<file path="config.mk">
export PLATFORM = sky130hd
export DESIGN_NAME = pc_target_selector
export DESIGN_NICKNAME = d
export VERILOG_FILES = /design/src/rtl/battleship_pkg.sv /design/src/rtl/lfsr8.sv /design/src/rtl/pc_target_selector.sv
export SDC_FILE = /design/constraint.sdc
export NUM_CORES = 1
export LEC_CHECK = 0
export BUFFER_PORTS_ARGS = -buffer_cell sky130_fd_sc_hd__clkbuf_2
export CORE_MARGIN = 1.5
export CORE_UTILIZATION = 40
export CTS_BUF_LIST = sky130_fd_sc_hd__clkbuf_8
export DETAILED_ROUTE_END_ITERATION = 8
export GPL_TIMING_DRIVEN = 0
export PLACE_DENSITY = 0.72
export RECOVER_POWER = 50
export SYNTH_ARGS = -nofsm -noshare
export SYNTH_HDL_FRONTEND = slang
export SYNTH_SLANG_ARGS = --single-unit
</file>
<file path="constraint.sdc">
create_clock -name clk -period 3.79 [get_ports clk]
set_input_delay 0.379 -clock clk [delete_from_list [all_inputs] [get_ports clk]]
set_output_delay 0.379 -clock clk [all_outputs]
set_load 0.005 [all_outputs]
</file>
<file path="src/rtl/battleship_pkg.sv">
// Shared battleship types, board geometry and cell codes.
// Index helpers map a row-major cell index to row/column.
package battleship_pkg;

  localparam int BOARD_N   = 5;
  localparam int CELLS     = 25;
  localparam int CELL_BITS = 5;

  localparam int CODE_EMPTY             = 0;
  localparam int CODE_MISS              = 9;
  localparam int CODE_PC_HIT            = 6;
  localparam int CODE_PLAYER_HIT_OFFSET = 10;

  typedef logic [CELL_BITS-1:0] cell_t;

  typedef enum logic [2:0] {
    IDLE,
    SCAN,
    HUNT,
    ISSUE,
    FINISH
  } sel_state_e;

  function automatic logic [2:0] idx_row(
    input logic [4:0] i
  );
    return 3'(i / 5'd5);
  endfunction

  function automatic logic [2:0] idx_col(
    input logic [4:0] i
  );
    return 3'(i % 5'd5);
  endfunction

  // Fold a 5-bit random value into 0..24.
  function automatic logic [4:0] fold_idx(
    input logic [4:0] r
  );
    return (r >= 5'd25) ? r - 5'd25 : r;
  endfunction

endpackage

</file>
<file path="src/rtl/lfsr8.sv">
// 8-bit Fibonacci LFSR, taps 8,6,5,4, seeded on reset.
// Ports: clk, rst (async high), en (step enable), q (state).
module lfsr8 #(
  parameter logic [7:0] SEED = 8'hA5
) (
  input  logic       clk,
  input  logic       rst,
  input  logic       en,
  output logic [7:0] q
);

  logic fb;

  assign fb = q[7] ^ q[5] ^ q[4] ^ q[3];

  always_ff @(posedge clk or posedge rst) begin
    if (rst) begin
      q <= SEED;
    end else if (en) begin
      q <= {q[6:0], fb};
    end
  end

endmodule

</file>
<file path="src/rtl/pc_target_selector.sv">
// PC target picker: random start + linear scan to first unattacked
// cell, then a held attack_req handshake. Optional macro HUNT_MODE_EN
// adds neighbour probing around the last PC hit.
// Ports: clk, rst (async high), start, board (25 cells, row-major),
// row/col/attack_req/attack_done to the attack stage, busy, done,
// no_target status back to the turn controller.
module pc_target_selector
  import battleship_pkg::*;
#(
  parameter logic [7:0] LFSR_SEED   = 8'hA5,
  parameter int         CELL_W      = 5,
  parameter int         MISS_CODE   = 9,
  parameter int         PC_HIT_CODE = 6
) (
  input  logic                  clk,
  input  logic                  rst,
  input  logic                  start,
  input  logic [25*CELL_W-1:0]  board,
  output logic [2:0]            row,
  output logic [2:0]            col,
  output logic                  attack_req,
  input  logic                  attack_done,
  output logic                  busy,
  output logic                  done,
  output logic                  no_target
);

  localparam logic [CELL_W-1:0] MISS_C = CELL_W'(MISS_CODE);
  localparam logic [CELL_W-1:0] HIT_C  = CELL_W'(PC_HIT_CODE);

  sel_state_e state;

  logic [4:0] idx;
  logic [4:0] cnt;
  logic [7:0] lfsr_q;
  logic [4:0] start_idx;
  logic [CELL_W-1:0] cur_cell;
  logic unused_lfsr;

  function automatic logic can_hit(
    input logic [CELL_W-1:0] v
  );
    return (v != MISS_C) && (v != HIT_C);
  endfunction

  lfsr8 #(
    .SEED (LFSR_SEED)
  ) u_lfsr (
    .clk (clk),
    .rst (rst),
    .en  (1'b1),
    .q   (lfsr_q)
  );

  assign unused_lfsr = ^lfsr_q[7:5];
  assign start_idx   = fold_idx(lfsr_q[4:0]);
  assign cur_cell    = board[int'(idx)*CELL_W +: CELL_W];

`ifdef HUNT_MODE_EN
  logic [4:0] hunt_idx;
  logic       hunt_valid;
  logic [1:0] hunt_dir;
  logic [4:0] nb_idx;
  logic       nb_ok;
  logic [4:0] nb_sel;
  logic [CELL_W-1:0] nb_cell;

  // Neighbour probe order N, S, W, E; off-board yields nb_ok=0.
  always_comb begin
    nb_idx = hunt_idx;
    nb_ok  = 1'b0;
    unique case (hunt_dir)
      2'd0: begin
        nb_ok  = idx_row(hunt_idx) != 3'd0;
        nb_idx = hunt_idx - 5'd5;
      end
      2'd1: begin
        nb_ok  = idx_row(hunt_idx) != 3'd4;
        nb_idx = hunt_idx + 5'd5;
      end
      2'd2: begin
        nb_ok  = idx_col(hunt_idx) != 3'd0;
        nb_idx = hunt_idx - 5'd1;
      end
      default: begin
        nb_ok  = idx_col(hunt_idx) != 3'd4;
        nb_idx = hunt_idx + 5'd1;
      end
    endcase
    nb_sel  = nb_ok ? nb_idx : 5'd0;
    nb_cell = board[int'(nb_sel)*CELL_W +: CELL_W];
  end
`endif

  always_ff @(posedge clk or posedge rst) begin
    if (rst) begin
      state      <= IDLE;
      idx        <= '0;
      cnt        <= '0;
      row        <= '0;
      col        <= '0;
      attack_req <= 1'b0;
      busy       <= 1'b0;
      done       <= 1'b0;
      no_target  <= 1'b0;
`ifdef HUNT_MODE_EN
      hunt_idx   <= '0;
      hunt_valid <= 1'b0;
      hunt_dir   <= '0;
`endif
    end else begin
      done      <= 1'b0;
      no_target <= 1'b0;
      unique case (state)
        IDLE: begin
          if (start) begin
            idx  <= start_idx;
            cnt  <= '0;
            busy <= 1'b1;
`ifdef HUNT_MODE_EN
            hunt_dir <= '0;
            state    <= hunt_valid ? HUNT : SCAN;
`else
            state <= SCAN;
`endif
          end
        end
        SCAN: begin
          if (can_hit(cur_cell)) begin
            row        <= idx_row(idx);
            col        <= idx_col(idx);
            attack_req <= 1'b1;
            state      <= ISSUE;
          end else begin
            idx <= (idx == 5'd24) ? 5'd0 : idx + 5'd1;
            cnt <= cnt + 5'd1;
            // 25th blocked cell: the board is exhausted.
            if (cnt == 5'd24) begin
              no_target <= 1'b1;
              busy      <= 1'b0;
              state     <= IDLE;
            end
          end
        end
`ifdef HUNT_MODE_EN
        HUNT: begin
          if (nb_ok && can_hit(nb_cell)) begin
            idx        <= nb_idx;
            row        <= idx_row(nb_idx);
            col        <= idx_col(nb_idx);
            attack_req <= 1'b1;
            state      <= ISSUE;
          end else if (hunt_dir == 2'd3) begin
            hunt_valid <= 1'b0;
            state      <= SCAN;
          end else begin
            hunt_dir <= hunt_dir + 2'd1;
          end
        end
`endif
        ISSUE: begin
          if (attack_done) begin
            attack_req <= 1'b0;
            done       <= 1'b1;
            state      <= FINISH;
          end
        end
        FINISH: begin
          busy  <= 1'b0;
          state <= IDLE;
`ifdef HUNT_MODE_EN
          // The attack stage has already written the fired cell.
          if (cur_cell == HIT_C) begin
            hunt_idx   <= idx;
            hunt_valid <= 1'b1;
          end else begin
            hunt_valid <= 1'b0;
          end
`endif
        end
        default: begin
          state <= IDLE;
        end
      endcase
    end
  end

endmodule

</file>
**Word-level counts from Yosys, hierarchy flattened**

Index checks and enable logic that the tools add are counted.
Widths: inputs -> output; s select.

- Bits in registers: 31
- Output and inout port bits: 10
- Logic and storage cells: 69

- Add/subtract/negate cells: 3
- $mul: 1
- Div/mod/pow operators: 2
- Order comparisons: 1
- Eq/ne operators: 13
- Shifts and indexed selects: 1
- Muxes and demuxes: 25
- Bitwise gates (word level): 3
- Reductions and logical operators: 10

Operators with widths:

| kind | number |
|---|---|
| $shiftx 125x9->5 | 1 |
| $mux 5 | 6 |
| $pmux 5 s2 | 2 |
| $mux 3 | 4 |
| $add 5x1->5 const B | 2 |
| $eq 5x5->1 const B | 2 |
| $mux 1 | 10 |
| $ne 2x2->1 const B | 5 |
| $pmux 3 s3 | 1 |
| $reduce_and 3->1 | 3 |
| $mul 5x3->8 const B | 1 |
| $div 5x3->5 const B | 1 |
| $ge 5x5->1 const B | 1 |
| $mod 5x3->5 const B | 1 |
| $ne 5x3->1 const B | 1 |
| $ne 5x4->1 const B | 1 |
| $sub 5x5->5 const B | 1 |
| $reduce_and 4->1 | 1 |
| $reduce_bool 2->1 | 2 |
| $eq 3x1->1 const B | 1 |
| $eq 3x2->1 const B | 1 |
| $eq 3x3->1 const B | 1 |
| $logic_not 3->1 | 1 |
| $ne 3x3->1 const B | 1 |
| 6 further kinds | 8 |

**Depth between registers and ports, before layout**

- Depth after elaboration: 6
- Mapped depth: 16
- Mapped depth without buffers: 13

**Modules after synthesis**

Synthesis repeated with hierarchy kept, for this count alone.

- Cells, all modules: 290
- Area total of the unflattened synthesis: 3059.2 µm²

By module, submodules not included:

| module | times used | cells each | area each (µm²) |
|---|---|---|---|
| pc_target_selector | 1 | 268 | 2731.4 |
| lfsr8 | 1 | 22 | 327.8 |

**Worst setup path after synthesis**

No wires, ideal clock.

- Path type: register to register
- Start: register idx[0]
- End: register col[2]
- Library setup time: 0.125 ns
- Arrival time: 2.982 ns
- Data required time: 3.665 ns
- Slack: 0.683 ns
- Stages on the path, launching flop included: 17
- Buffers on the path: 3
- Path through: dfrtp_1 > buf_6 > buf_12 > buf_4 > clkinv_1 > ha_1 > nor2_1 > o21ai_0 > nand2_1 > o21ai_0 > xnor2_1 > ha_1 > a211oi_1 > a211oi_1 > nor2b_1 > xnor2_1 > mux2_4

- Longest elaborated chain between the ends: 5

RTL lines:

| element | line | text |
|---|---|---|
| start: declaration | pc_target_selector.sv:33 | `logic [4:0] idx;` |
| start signal: assignment | pc_target_selector.sv:117 | `idx <= start_idx;` |
| start signal: assignment | pc_target_selector.sv:135 | `idx <= (idx == 5'd24) ? 5'd0 : idx + 5'd1;` |
| parallel branches: the longest is 5 deep, another holds $mod 5x3->5 | - |  |
| end signal: assignment | pc_target_selector.sv:131 | `col <= idx_col(idx);` |
| end: declaration | pc_target_selector.sv:20 | `output logic [2:0] col,` |

Several ways; the timed one is not identified.
A chain may end at the register's enable or synchronous reset.

**Final worst setup path**

Ends and elaborated chain as after synthesis.

==> run_results.csv <==
group,metric,value,unit
worst_setup_path,end_kind,"register",
routing,vias,2996,
logic_synthesis,synthTopCellsByArea,"dfrtp_1, mux4_2, mux4_1",
logic_synthesis,syn_inst,289,
min_path,min_path_type,"in -> reg",
grt,grt_use_total,22.3,%
logic_synthesis,yosys-top-cells-count,"dfrtp_1, nand2_1, nor2_1",
worst_setup_path,worstSetupPathDepth,16,
final_layout,drive_above_1_share,46.7,%
floorplan,row_count,31,
routing,wl,9220,um
placed_design,placed_area,0.00383,mm^2
grt,grt-ovfl-total,0,
run_status,status,"finished, final reports clean",
final_layout,multi_input_area,0.00205,mm^2
logic_synthesis,synth_seq_cells,31,
floorplan,die_h,89.8,um
placed_design,place_congestion,0.970,
sta,hold_violations,0,
placed_design,dp.cells,526,
logic_synthesis,synth_area,0.00301,mm^2
sta,whs,0.366,ns
logic_synthesis,ys_warn_count,0,
power_and_ir_drop,powerDensity,667,mW/mm^2
worst_setup_path,crit_family,"buffers and inverters",
clock_tree,clk_pin_slew,0.07,ns
clock_tree,cts-root-buf,"clkbuf_8",
clock_tree,cts-htree-levels,2,
clock_tree,cts_tree,"yes",
logic_synthesis,syn_area_per_cell,10.4,um^2
final_layout,n_fill_cell,687,
sta,setup_viol,0,
sta,fin_skew,0.00707,ns
placed_design,dp_worst_setup_slack,-0.0107,ns
worst_setup_path,worstPathMaxFanout,10,
logic_synthesis,synth_top_area_cell,"dfrtp_1",
final_layout,areaGrowthSynthToFinish,31.1,%
final_layout,instances_no_fill,534,
clock_tree,clk_latency,0.28,ns
power_and_ir_drop,leakage,1.86,nW
min_path,min_path_cells,2,
sta,min_period,3.59,ns
logic_synthesis,yosysSeqAreaShare,25.9,%
sta,timing.slew.headroom,20.5,%
worst_setup_path,max_stage_delay,0.42,ns
worst_setup_path,path_cells,"buf_6, buf_12, buf_4, clkinvlp_4, ha_1, nor2_1, o21ai_0, nand2_1, o21ai_0, xnor2_1, ha_1, a211oi_1, a211oi_2, nor2b_1, xnor2_1, mux2_4",
logic_synthesis,synth_nets,427,
sta,worstMarginPinSlew,1.19,ns
grt,grt_pass1_wl,14600,um
clock_tree,cts_made_buffers,5,
final_layout,finish.instance_area,0.00395,mm^2
logic_synthesis,synth_edf_count,0,
routing,ant_nets,0,
logic_synthesis,yosysMostFrequentCell,"dfrtp_1",
clock_tree,cts_buffer_depth,2,
worst_setup_path,r2r_cells,16,
logic_synthesis,ys_types,61,
floorplan,initial_core_util,41.5,%
clock_tree,postCtsSetupBuffers,0,
routing,via_per_inst,5.61,
worst_setup_path,cp.required,3.96,ns
grt,grt_pass1_vias,2992,
floorplan,io_pins,139,
placed_design,port_buffers,138,
clock_tree,cts.sinks,31,
floorplan,die-area,0.00806,mm^2
sta,fin_crit_sh,94.7,%
worst_setup_path,slowest_stage,"dfrtp_1",
routing,drc,0,
floorplan,die_x,89.8,um
sta,max_freq,279,MHz
final_layout,ff_latch_area,781,um^2
sta,setup_ws,0.200,ns
logic_synthesis,synth_top_flop_cell,"dfrtp_1",
placed_design,dp_hpwl,7420,um
final_layout,final_nets,572,
sta,rsz0062_at_grt,"false",
clock_tree,cts_hold_buf,0,
grt,grt_max_degree,32,
routing,post_drt_wl_per_cell,17.3,um
worst_setup_path,critical_path_arrival,3.76,ns
run,drv_cap,0,
logic_synthesis,synth_top_area_share,22.4,%
routing,first_pass_iters,4,
grt,grt_antenna_before_repair,0,
sta,slew_viol_final,0,
routing,drt-initial-drc-count,383,
worst_setup_path,crit_type,"reg -> reg",
floorplan,coreArea,0.00725,mm^2
power_and_ir_drop,ir_drop,0.000363,V
worst_setup_path,start_kind,"register",
logic_synthesis,async_flop_share,100,%
worst_setup_path,path_buf_inv,4,
sta,tns,0,ns
final_layout,diodes,0,
[what timing repair did]
item | CTS | global route
resized for setup | 1 | 1
pin swaps | 0 | 0
setup endpoints to repair | 1 | 1
endpoints found under the hold margin | 0 | 0
[cells by family (layout without fill, tap and decap cells)]
| family | after synthesis | count (layout) | share of synthesized area, % |
|---|---|---|---|
| adder cells (fa/ha/maj) | 9 | 9 | 3.74 |
| AND/OR/NAND/NOR | 99 | 99 | 18.6 |
| XOR/XNOR | 7 | 7 | 2.03 |
| buffers and inverters | 34 | 180 | 6.10 |
| flip-flops | 31 | 31 | 25.9 |
| multiplexers | 51 | 51 | 29.3 |
| AO/OA/AOI/OAI | 58 | 58 | 14.4 |
[layer usage]
metal / vias to the layer above / wire length [um] / part of all wire, % / track usage (%)
met4: 0 / 105 / 1.1 / 5.95
met1: 1456 / 3850 / 42 / 30.1
met5: - / 0 / 0 / 0
met3: 11 / 572 / 6.2 / 2.71
li1: 1404 / - / - / -
met2: 125 / 4690 / 51 / 38.0
[report_power, final]
part	leakage (nW)	switching, mW	internal, mW	total [mW]
Clock	0.0612	0.126	0.213	0.339
Sequential	0.391	0.0648	0.417	0.482
Combinational	1.41	0.964	0.851	1.82
Total	1.86	1.16	1.48	2.64
[layout make-up]
class | instances | area share [%]
multi-input combinational | 224 | 52.0
sequential | 31 | 19.8
timing repair buffer | 138 | 17.4
buffer | 19 | 3.23
tap | 99 | 3.13
clock buffer | 6 | 2.09
inverter | 15 | 1.52
clock inverter | 2 | 0.887
[flip-flops by register name (all words and copies together), names as in the netlist]
signal / flops
busy: 1
cnt: 5
idx: 5
state: 3
u_lfsr.q: 8
row: 3
attack_req: 1
col: 3
no_target: 1
done: 1
[cell usage in the layout (no fill, tap or decap), types with 9 or more instances in the layout]
| master | n |
|---|---|
| ha_1 | 9 |
| clkbuf_2 | 136 |
| nor2_1 | 21 |
| o21ai_0 | 11 |
| mux4_2 | 16 |
| dfrtp_1 | 27 |
| mux2i_1 | 9 |
| nand2_1 | 23 |
| mux2_2 | 13 |
| inv_1 | 14 |
[stage by stage]
| step | util, % | power (mW) |
|---|---|---|
| floorplan | - | 1.84 |
| global placement | 52.8 | 2.22 |
| detailed placement | 52.8 | 2.27 |
| CTS | 54.5 | 2.62 |
| global route | 54.5 | 2.83 |
| finish | 54.5 | 2.64 |
[worst reg2reg max path, cell delays in order (launching register included)]
cell,delay (ns)
dfrtp_1,0.42
buf_6,0.17
buf_12,0.15
buf_4,0.20
clkinvlp_4,0.24
ha_1,0.30
nor2_1,0.11
o21ai_0,0.08
nand2_1,0.07
o21ai_0,0.18
xnor2_1,0.32
ha_1,0.21
a211oi_1,0.06
a211oi_2,0.38
nor2b_1,0.24
xnor2_1,0.09
mux2_4,0.26
[path summary, 6_finish.rpt]
path / startpoint / end / slack (ns)
worst max-delay path: idx[0] / col[2] / 0.20
worst min-delay path: attack_done / state[2] / 0.37
worst max register to register: idx[0] / col[2] / 0.20
worst min register to register: u_lfsr.q[6] / u_lfsr.q[7] / 0.38
max in group asynchronous: rst / u_lfsr.q[4] / 2.69
min in group asynchronous: rst / cnt[4] / 0.39
No activity file was read; power rests on OpenSTA's default activity.
